`src/rtl/roe_control_fsm.sv`:
```
// roe_control_fsm: multi-cycle control sequencer for a tiny 9-bit ISA.
// Walks each instruction through FETCH -> DECODE -> EXEC -> (MEM) -> (WB),
// handles memory handshakes with an ack timeout, and parks in HALT on a
// HALT opcode, an illegal opcode, or a timed-out access.
//
// Handshake semantics (instruction and data memory): the block raises a
// request strobe (imem_req, dmem_read or dmem_write) and holds it high every
// cycle until the memory answers with a one-cycle ack. The ack is consumed
// on the rising edge where both strobe and ack are high; the strobe is low
// from the following cycle. An ack seen while no strobe is pending is
// ignored. If ACK_TIMEOUT cycles pass without an ack, the access is abandoned
// and the block halts with err=1.
module roe_control_fsm #(
    parameter int ACK_TIMEOUT = 8
) (
    input  logic       clk,
    input  logic       reset,
    input  logic       start,
    output logic       imem_req,
    input  logic       imem_ack,
    input  logic [8:0] imem_data,
    output logic [7:0] pc,
    output logic [1:0] alu_src,
    output logic [3:0] to_ext,
    output logic [3:0] to_inc,
    output logic [1:0] rs,
    input  logic       alu_zero,
    output logic       dmem_read,
    output logic       dmem_write,
    input  logic       dmem_ack,
    output logic       reg_write,
    output logic       halted,
    output logic       err,
    output logic [2:0] state_dbg
);

    localparam int TMO_W = $clog2(ACK_TIMEOUT + 1);

    localparam logic [2:0] OP_ADD   = 3'b000;
    localparam logic [2:0] OP_ADDI  = 3'b001;
    localparam logic [2:0] OP_INCI  = 3'b010;
    localparam logic [2:0] OP_LOAD  = 3'b011;
    localparam logic [2:0] OP_STORE = 3'b100;
    localparam logic [2:0] OP_BEQZ  = 3'b101;
    localparam logic [2:0] OP_ILL   = 3'b110;
    localparam logic [2:0] OP_HALT  = 3'b111;

    typedef enum logic [2:0] {
        S_IDLE   = 3'd0,
        S_FETCH  = 3'd1,
        S_DECODE = 3'd2,
        S_EXEC   = 3'd3,
        S_MEM    = 3'd4,
        S_WB     = 3'd5,
        S_HALT   = 3'd6
    } state_t;

    state_t           state, state_d;
    logic [2:0]       op_q, op_d;
    logic [3:0]       imm_q, imm_d;
    logic [TMO_W-1:0] tmo_q, tmo_d;
    logic [7:0]       pc_d;
    logic [1:0]       alu_src_d;
    logic [1:0]       rs_d;
    logic             err_d;
    logic             imem_req_d, dmem_read_d, dmem_write_d, reg_write_d, halted_d;

    // Operand-select encoding for each opcode; non-ALU opcodes select zero-ext imm.
    function automatic logic [1:0] src_of(input logic [2:0] op);
        case (op)
            OP_ADDI:                            src_of = 2'b00;
            OP_INCI:                            src_of = 2'b01;
            OP_ADD, OP_LOAD, OP_STORE, OP_BEQZ: src_of = 2'b10;
            default:                            src_of = 2'b00;
        endcase
    endfunction

    assign to_ext    = imm_q;
    assign to_inc    = imm_q;
    assign state_dbg = state;

    // Next-state, next-pc, decode fields and next registered strobes.
    always_comb begin
        state_d   = state;
        op_d      = op_q;
        imm_d     = imm_q;
        tmo_d     = '0;
        pc_d      = pc;
        alu_src_d = alu_src;
        rs_d      = rs;
        err_d     = err;

        case (state)
            S_IDLE, S_HALT: begin
                if (start) begin
                    state_d = S_FETCH;
                    pc_d    = 8'd0;
                    err_d   = 1'b0;
                end
            end
            S_FETCH: begin
                if (imem_ack) begin
                    state_d   = S_DECODE;
                    op_d      = imem_data[8:6];
                    imm_d     = imem_data[3:0];
                    rs_d      = imem_data[5:4];
                    alu_src_d = src_of(imem_data[8:6]);
                end else if (tmo_q == TMO_W'(ACK_TIMEOUT - 1)) begin
                    state_d = S_HALT;
                    err_d   = 1'b1;
                end else begin
                    tmo_d = tmo_q + TMO_W'(1);
                end
            end
            S_DECODE: state_d = S_EXEC;
            S_EXEC: begin
                case (op_q)
                    OP_ADD, OP_ADDI, OP_INCI: state_d = S_WB;
                    OP_LOAD, OP_STORE:        state_d = S_MEM;
                    OP_BEQZ: begin
                        state_d = S_FETCH;
                        pc_d    = alu_zero ? pc + {4'b0000, imm_q} : pc + 8'd1;
                    end
                    OP_HALT: state_d = S_HALT;
                    default: begin
                        state_d = S_HALT;
                        err_d   = 1'b1;
                    end
                endcase
            end
            S_MEM: begin
                if (dmem_ack) begin
                    if (op_q == OP_LOAD) begin
                        state_d = S_WB;
                    end else begin
                        state_d = S_FETCH;
                        pc_d    = pc + 8'd1;
                    end
                end else if (tmo_q == TMO_W'(ACK_TIMEOUT - 1)) begin
                    state_d = S_HALT;
                    err_d   = 1'b1;
                end else begin
                    tmo_d = tmo_q + TMO_W'(1);
                end
            end
            S_WB: begin
                state_d = S_FETCH;
                pc_d    = pc + 8'd1;
            end
            default: state_d = S_IDLE;
        endcase

        // Strobes are registered copies of what the next state demands.
        imem_req_d   = (state_d == S_FETCH);
        dmem_read_d  = (state_d == S_MEM) && (op_d == OP_LOAD);
        dmem_write_d = (state_d == S_MEM) && (op_d == OP_STORE);
        reg_write_d  = (state_d == S_WB);
        halted_d     = (state_d == S_HALT);
    end

    // State and output registers; reset overrides start and acks.
    always_ff @(posedge clk) begin
        if (reset) begin
            state      <= S_IDLE;
            op_q       <= 3'b000;
            imm_q      <= 4'd0;
            tmo_q      <= '0;
            pc         <= 8'd0;
            alu_src    <= 2'b00;
            rs         <= 2'b00;
            err        <= 1'b0;
            imem_req   <= 1'b0;
            dmem_read  <= 1'b0;
            dmem_write <= 1'b0;
            reg_write  <= 1'b0;
            halted     <= 1'b0;
        end else begin
            state      <= state_d;
            op_q       <= op_d;
            imm_q      <= imm_d;
            tmo_q      <= tmo_d;
            pc         <= pc_d;
            alu_src    <= alu_src_d;
            rs         <= rs_d;
            err        <= err_d;
            imem_req   <= imem_req_d;
            dmem_read  <= dmem_read_d;
            dmem_write <= dmem_write_d;
            reg_write  <= reg_write_d;
            halted     <= halted_d;
        end
    end

endmodule

```
`config.mk`:
```
export PLATFORM = sky130hd
export DESIGN_NAME = roe_control_fsm
export DESIGN_NICKNAME = d
export VERILOG_FILES = /design/src/rtl/roe_control_fsm.sv
export SDC_FILE = /design/constraint.sdc
export NUM_CORES = 1
export LEC_CHECK = 0
export ABC_AREA = 0
export CAP_MARGIN = 10
export CORE_ASPECT_RATIO = 1.2
export CORE_MARGIN = 1
export CORE_UTILIZATION = 50
export CTS_CLUSTER_SIZE = 28
export DETAILED_ROUTE_END_ITERATION = 10
export GPL_TIMING_DRIVEN = 0
export PLACE_DENSITY = 0.84
export SETUP_SLACK_MARGIN = 0.02
export SYNTH_ARGS = -nofsm -noshare
export SYNTH_HDL_FRONTEND = slang
export SYNTH_SLANG_ARGS = --single-unit
```
`constraint.sdc`:
```
create_clock -name clk -period 2.1 [get_ports clk]
set_input_delay 0.42 -clock clk [delete_from_list [all_inputs] [get_ports clk]]
set_output_delay 0.42 -clock clk [all_outputs]
set_load 0.03 [all_outputs]
```
==> results.json, run 1 <==
{
  "clk_pin_slew_ns": 0.07,
  "drtIter0Drc": 95,
  "gp_congestion": 0.9066,
  "antenna_found_initial": 0,
  "holdPathStages": 2,
  "cts_buffer_depth": 2,
  "startpoint": "state_dbg[2]",
  "cts_resized": 0,
  "grt_max_degree": 11,
  "syn_area_um2": 1988,
  "drive_gt1_share_pct": 10.20,
  "fp-row-count": 24,
  "ys_types": 57,
  "crit_top_cell": "buf_6",
  "cp_data_required_time_ns": 2.30,
  "ant_nets": 0,
  "synth.net_count": 268,
  "ctsRootBufferMaster": "clkbuf_8",
  "crit_cells": 7,
  "initial_core_util_pct": 53.39,
  "total_power_uw": 1764,
  "syn_avg_cell_area_um2": 8.115,
  "synth-async-reset-ratio_pct": 0,
  "wl_mm": 4.895,
  "clock_latency_ns": 0.29,
  "final_cell_mix": "41 x clkdlybuf4s50_1, 33 x nand2_1, 32 x dfxtp_1",
  "cts_tree": "built",
  "p_per_area_nw_per_um2": 681.0,
  "wl_per_cell_um": 14.15,
  "worst-slew-pin-transition_ns": 0.5409,
  "crit_buf_inv": 2,
  "critical_path_arrival_ns": 2.24,
  "synthFlopType": "dfxtp_1",
  "critPathMaxFanout": 10,
  "dp_hpwl_mm": 3.572,
  "drv_cap": 0,
  "rr_endpoint": "dmem_read",
  "drc": 0,
  "final_common_cell": "clkdlybuf4s50_1",
  "relSlewSlack_pct": 63.94,
  "antenna_cells": 0,
  "slew_viol_final": 0,
  "path_cells": "buf_6, buf_6, nor3b_1, o21ai_1, a311oi_2, nand3_1, a21oi_1",
  "r2r-start": "state_dbg[2]",
  "setup_viol": 0,
  "path_class": "reg -> reg",
  "r2r_cells": 7,
  "synthCells": 245,
  "numPortBuffers": 41,
  "ir_drop_v": 0.0004255,
  "r2r_slack_ns": 0.05,
  "fmax_mhz": 488.8,
  "cp_slowest_cell": "dfxtp_1",
  "p_leak_uw": 0.0009385,
  "period_share_pct": 97.42,
  "min_path_type": "reg -> reg",
  "setup.worst_path.end_class": "register",
  "ctsHoldBuffers": 0,
  "skew_ns": 0.01635,
  "grt_pass1_vias": 1804,
  "num_io_pins": 44,
  "ys_warn_count": 0,
  "critPathMaxStageDelay_ns": 0.39,
  "grt_pass1_wl_mm": 7.803,
  "hold_violations": 0,
  "synth_edf_count": 0,
  "cts.sinks": 32,
  "post_cts_buffers": 0,
  "num_vias": 1973,
  "viasPerCell": 5.702,
  "finish.utilization_pct": 69.56,
  "grt.total_usage_pct": 23.95,
  "syn_to_final_growth_pct": 30.27,
  "yosysSeqAreaShare_pct": 32.22,
  "numCtsBuffers": 5,
  "crit_end": "dmem_read",
  "die-area_um2": 4234,
  "ctsHtreeMaxLevel": 2,
  "overflow": 0,
  "cp_top_family": "compound AO/OA/AOI/OAI gates",
  "cp-start-kind": "register",
  "final_nets": 316,
  "status": "complete, no violations",
  "dr.pass1.iters": 4,
  "rsz0062_at_grt": "false",
  "synth_seq_cells": 32,
  "core_area_um2": 3724,
  "die-width_um": 59.57,
  "chipHeight_um": 71.08,
  "finalCriticalPeriod_ns": 2.046
}
## how the worst min path moves through the flow
| stage | to | slack, ns | start |
|---|---|---|---|
| 3_3_place_gp | alu_src[1] | 0.45 | alu_src[1] |
| 2_1_floorplan | tmo_q[0] | 0.43 | tmo_q[0] |
| 5_1_grt | rs[0] | 0.48 | rs[0] |
| 4_1_cts | rs[0] | 0.46 | rs[0] |
| 3_5_place_dp | alu_src[1] | 0.45 | alu_src[1] |
| 6_report | rs[0] | 0.46 | rs[0] |
## metrics by stage
| stage | instances | TNS [ns] | hold WS (ns) | cell area (um^2) | worst slack [ns] |
|---|---|---|---|---|---|
| global placement | 338 | -0.4896 | 0.4466 | 2464 | -0.1164 |
| global route | 346 | 0 | 0.4802 | 2590 | 0.02055 |
| floorplan | 245 | 0 | 0.4316 | 1988 | 0.05804 |
| detailed placement | 338 | -0.7166 | 0.4490 | 2464 | -0.1581 |
| finish | 346 | 0 | 0.4594 | 2590 | 0.05427 |
| CTS | 346 | 0 | 0.4643 | 2590 | 0.1162 |
## synthesized netlist by cell type (all sizes together) (5+ instances only)
library cell / count / area share, %
a211oi: 6 / 2.3
a21oi: 24 / 6.2
buf: 13 / 5.3
clkbuf: 6 / 1.1
dfxtp: 32 / 32
ha: 7 / 4.4
inv: 9 / 1.7
nand2: 33 / 6.2
nand3: 8 / 2.0
nor2: 17 / 3.2
nor2b: 5 / 1.6
nor3: 8 / 2.3
o21ai: 13 / 3.3
## flip-flops by register name, summed over array words and instances, names as in the netlist
register and cells:
pc 8, tmo_q 4, to_ext 4, op_q 3, state_dbg 3, alu_src 2, rs 2, dmem_read 1
dmem_write 1, err 1, halted 1, imem_req 1, reg_write 1
## cell families after synthesis
kind of cell               after synthesis  share of synthesized area (%)
DFF                                     32                          32.22
adders and majority gates                8                          5.412
buffers and inverters                   28                          8.118
and+or+nand+nor                         99                          26.18
muxes                                    3                          1.573
xor gates and xnor gates                 7                          3.084
AOI/OAI and AO/OA                       68                          23.41
## worst reg2reg max path: stages (launching register included)
cell	delay, ns
dfxtp_1	0.39
buf_6	0.16
buf_6	0.13
nor3b_1	0.36
o21ai_1	0.17
a311oi_2	0.37
nand3_1	0.20
a21oi_1	0.19
## routing by layer
| metal | vias up | global-route usage, % | routed length [um] |
|---|---|---|---|
| met2 | 76 | 40.20 | 2390 |
| met1 | 908 | 29.53 | 2161 |
| met4 | 0 | 10.85 | 63 |
| met5 | - | 0 | 0 |
| met3 | 6 | 3.839 | 278 |
| li1 | 983 | - | - |
## layout make-up
class                   count  area (um^2)
clock inverters             1        30.03
inverters                   9        33.78
flip-flops and latches     32        640.6
repair buffers             41        410.4
clock buffers               7        96.34
well taps                  52        65.06
fillers                   338         1134
multi-input cells         185         1186
plain buffers              19        127.6
## report_power, final
group | switching, uW | internal, uW
Sequential | 36.4 | 639
Combinational | 255 | 185
Clock | 229 | 419
Power figures use the tool's default switching activity.
==> inputs of run 2 (changes only) <==
--- a/config.mk
+++ b/config.mk
@@ -12,6 +12,7 @@
 export CORE_UTILIZATION = 50
 export CTS_CLUSTER_SIZE = 28
 export DETAILED_ROUTE_END_ITERATION = 10
+export GPL_ROUTABILITY_DRIVEN = 0
 export GPL_TIMING_DRIVEN = 0
 export PLACE_DENSITY = 0.84
 export SETUP_SLACK_MARGIN = 0.02
==> run 2 against run 1 <==
  * Combinational power about the same
  * Count of clock-buffer cells in the layout is 2 lower
  * Global-route usage rose by 1.4 points
  * Via count up 0.46%
  * Clock power decreased by 25%
  * Sequential share of layout area grew 0.29 points
  * Setup slack better by 0.10 ns
  * Hold slack lost 0.0051 ns
  * Register-to-register slack better by 0.14 ns
  * Die area is the same
  * Critical endpoint is now to_inc[1]
==> results.json, run 2 (same netlist as run 1, synthesis figures left out) <==
{
  "share_comb_of_total_power_pct": 27.6,
  "finalCriticalPeriod_ns": 1.945,
  "cts.sinks": 32,
  "grt_pass1_vias": 1734,
  "numCtsBuffers": 5,
  "core_area_um2": 3724,
  "p_int_uw": 1062,
  "post_cts_buffers": 0,
  "chipHeight_um": 71.08,
  "startpoint": "to_ext[1]",
  "drtIter0Drc": 118,
  "grt_pass1_wl_mm": 8.190,
  "cp-start-kind": "register",
  "top_register": "pc",
  "power.switching_uw": 546.1,
  "dp_hpwl_mm": 3.459,
  "setup_viol": 0,
  "grt_max_degree": 13,
  "ant_nets": 0,
  "r2r_cells": 7,
  "die-width_um": 59.57,
  "switching_share_pct": 33.97,
  "skew_ns": 0.008102,
  "min_path_type": "reg -> reg",
  "num_vias": 1982,
  "p_seq_share_pct": 42.0,
  "p_per_area_nw_per_um2": 625.6,
  "critical_path_arrival_ns": 1.53,
  "cts_buffer_depth": 2,
  "critPathMaxFanout": 5,
  "fp-row-count": 24,
  "largest_reg_flops": 8,
  "ir_drop_v": 0.0005240,
  "final_cell_mix": "41 x clkdlybuf4s50_1, 33 x nand2_1, 30 x dfxtp_1",
  "ctsHoldBuffers": 0,
  "hold_violations": 0,
  "total_power_uw": 1608,
  "cts_tree": "built",
  "slew_viol_final": 0,
  "drive_gt1_share_pct": 11.90,
  "cp_data_required_time_ns": 1.68,
  "numPortBuffers": 41,
  "finish.utilization_pct": 69.02,
  "path_class": "reg -> out",
  "p_leak_uw": 0.0009112,
  "overflow": 0,
  "worst-slew-pin-transition_ns": 0.5160,
  "clock_latency_ns": 0.29,
  "setup.worst_path.end_class": "output pin",
  "ctsHtreeMaxLevel": 2,
  "drv_cap": 0,
  "viasPerCell": 5.728,
  "r2r-start": "pc[0]",
  "wl_mm": 4.930,
  "final_nets": 316,
  "rsz0062_at_grt": "false",
  "final_common_cell": "clkdlybuf4s50_1",
  "ctsRootBufferMaster": "clkbuf_8",
  "critPathMaxStageDelay_ns": 0.65,
  "antenna_found_initial": 0,
  "wl_per_cell_um": 14.25,
  "crit_end": "to_inc[1]",
  "cp_slowest_cell": "clkdlybuf4s50_1",
  "drc": 0,
  "rr_endpoint": "pc[6]",
  "pwr-share-clk_pct": 30.4,
  "dr.pass1.iters": 4,
  "relSlewSlack_pct": 65.39,
  "initial_core_util_pct": 53.39,
  "fmax_mhz": 514.1,
  "clk_pin_slew_ns": 0.07,
  "num_io_pins": 44,
  "status": "complete, no violations",
  "die-area_um2": 4234,
  "grt.total_usage_pct": 25.32,
  "syn_to_final_growth_pct": 29.26,
  "r2r_slack_ns": 0.19,
  "period_share_pct": 92.63,
  "antenna_cells": 0,
  "path_cells": "buf_4, clkdlybuf4s50_1"
}
==> run 2: metal layers <==
metal / wire [um] / vias up / track usage (%) / share of wire [%]
li1: - / 977 / - / -
met4: 85 / 0 / 11.11 / 1.7
met1: 2208 / 933 / 33.14 / 45
met2: 2425 / 62 / 39.70 / 49
met5: 0 / - / 0 / 0
met3: 211 / 10 / 5.302 / 4.3
==> run 2: critical path, delay by kind of cell (launching register included) <==
kind / cells / cell delay [ns]
buf+inv: 2 / 0.80
flops: 1 / 0.44
==> run 2: repair_timing <==
item	4_1_cts	5_1_grt
hold endpoints to repair	0	0
setup endpoints to repair	0	3
gates resized for setup	0	5
==> run 2: final cells by class <==
class,instances,area (um^2)
tap,52,65.06
inverter,9,33.78
clock inverter,3,23.77
multi-input combinational,185,1197
timing repair buffer,41,410.4
clock buffer,5,68.82
sequential,32,643.1
fill,345,1154
buffer,19,127.6
==> run 2: power groups by stage <==
| stage | combinational, uW | sequential (uW) | clock (uW) |
|---|---|---|---|
| after floorplan | 243 | 734 | 0 |
| after global placement | 426 | 688 | 0 |
| after detailed placement | 433 | 688 | 0 |
| after CTS | 436 | 674 | 495 |
| after global routing | 480 | 681 | 521 |
| final | 443 | 676 | 489 |
==> run 2: through the flow <==
stage	instances	hold WS, ns	instance area, um^2	setup slack, ns	setup TNS, ns
global route	346	0.4808	2570	0.02646	0
CTS	346	0.4598	2556	0.09078	0
global placement	338	0.4469	2464	-0.1170	-0.4582
floorplan	245	0.4316	1988	0.05804	0
finish	346	0.4543	2570	0.1547	0
detailed placement	338	0.4503	2464	-0.1058	-0.5665
==> run 2: how the worst min path moves through the flow <==
stage                     slack, ns          to       start  cells past startpoint
after floorplan                0.43    tmo_q[0]    tmo_q[0]                      1
after global placement         0.45  alu_src[1]  alu_src[1]                      2
after detailed placement       0.45       rs[0]       rs[0]                      2
after CTS                      0.46       rs[0]       rs[0]                      2
after global routing           0.48       rs[0]       rs[0]                      2
final                          0.45       rs[0]       rs[0]                      2
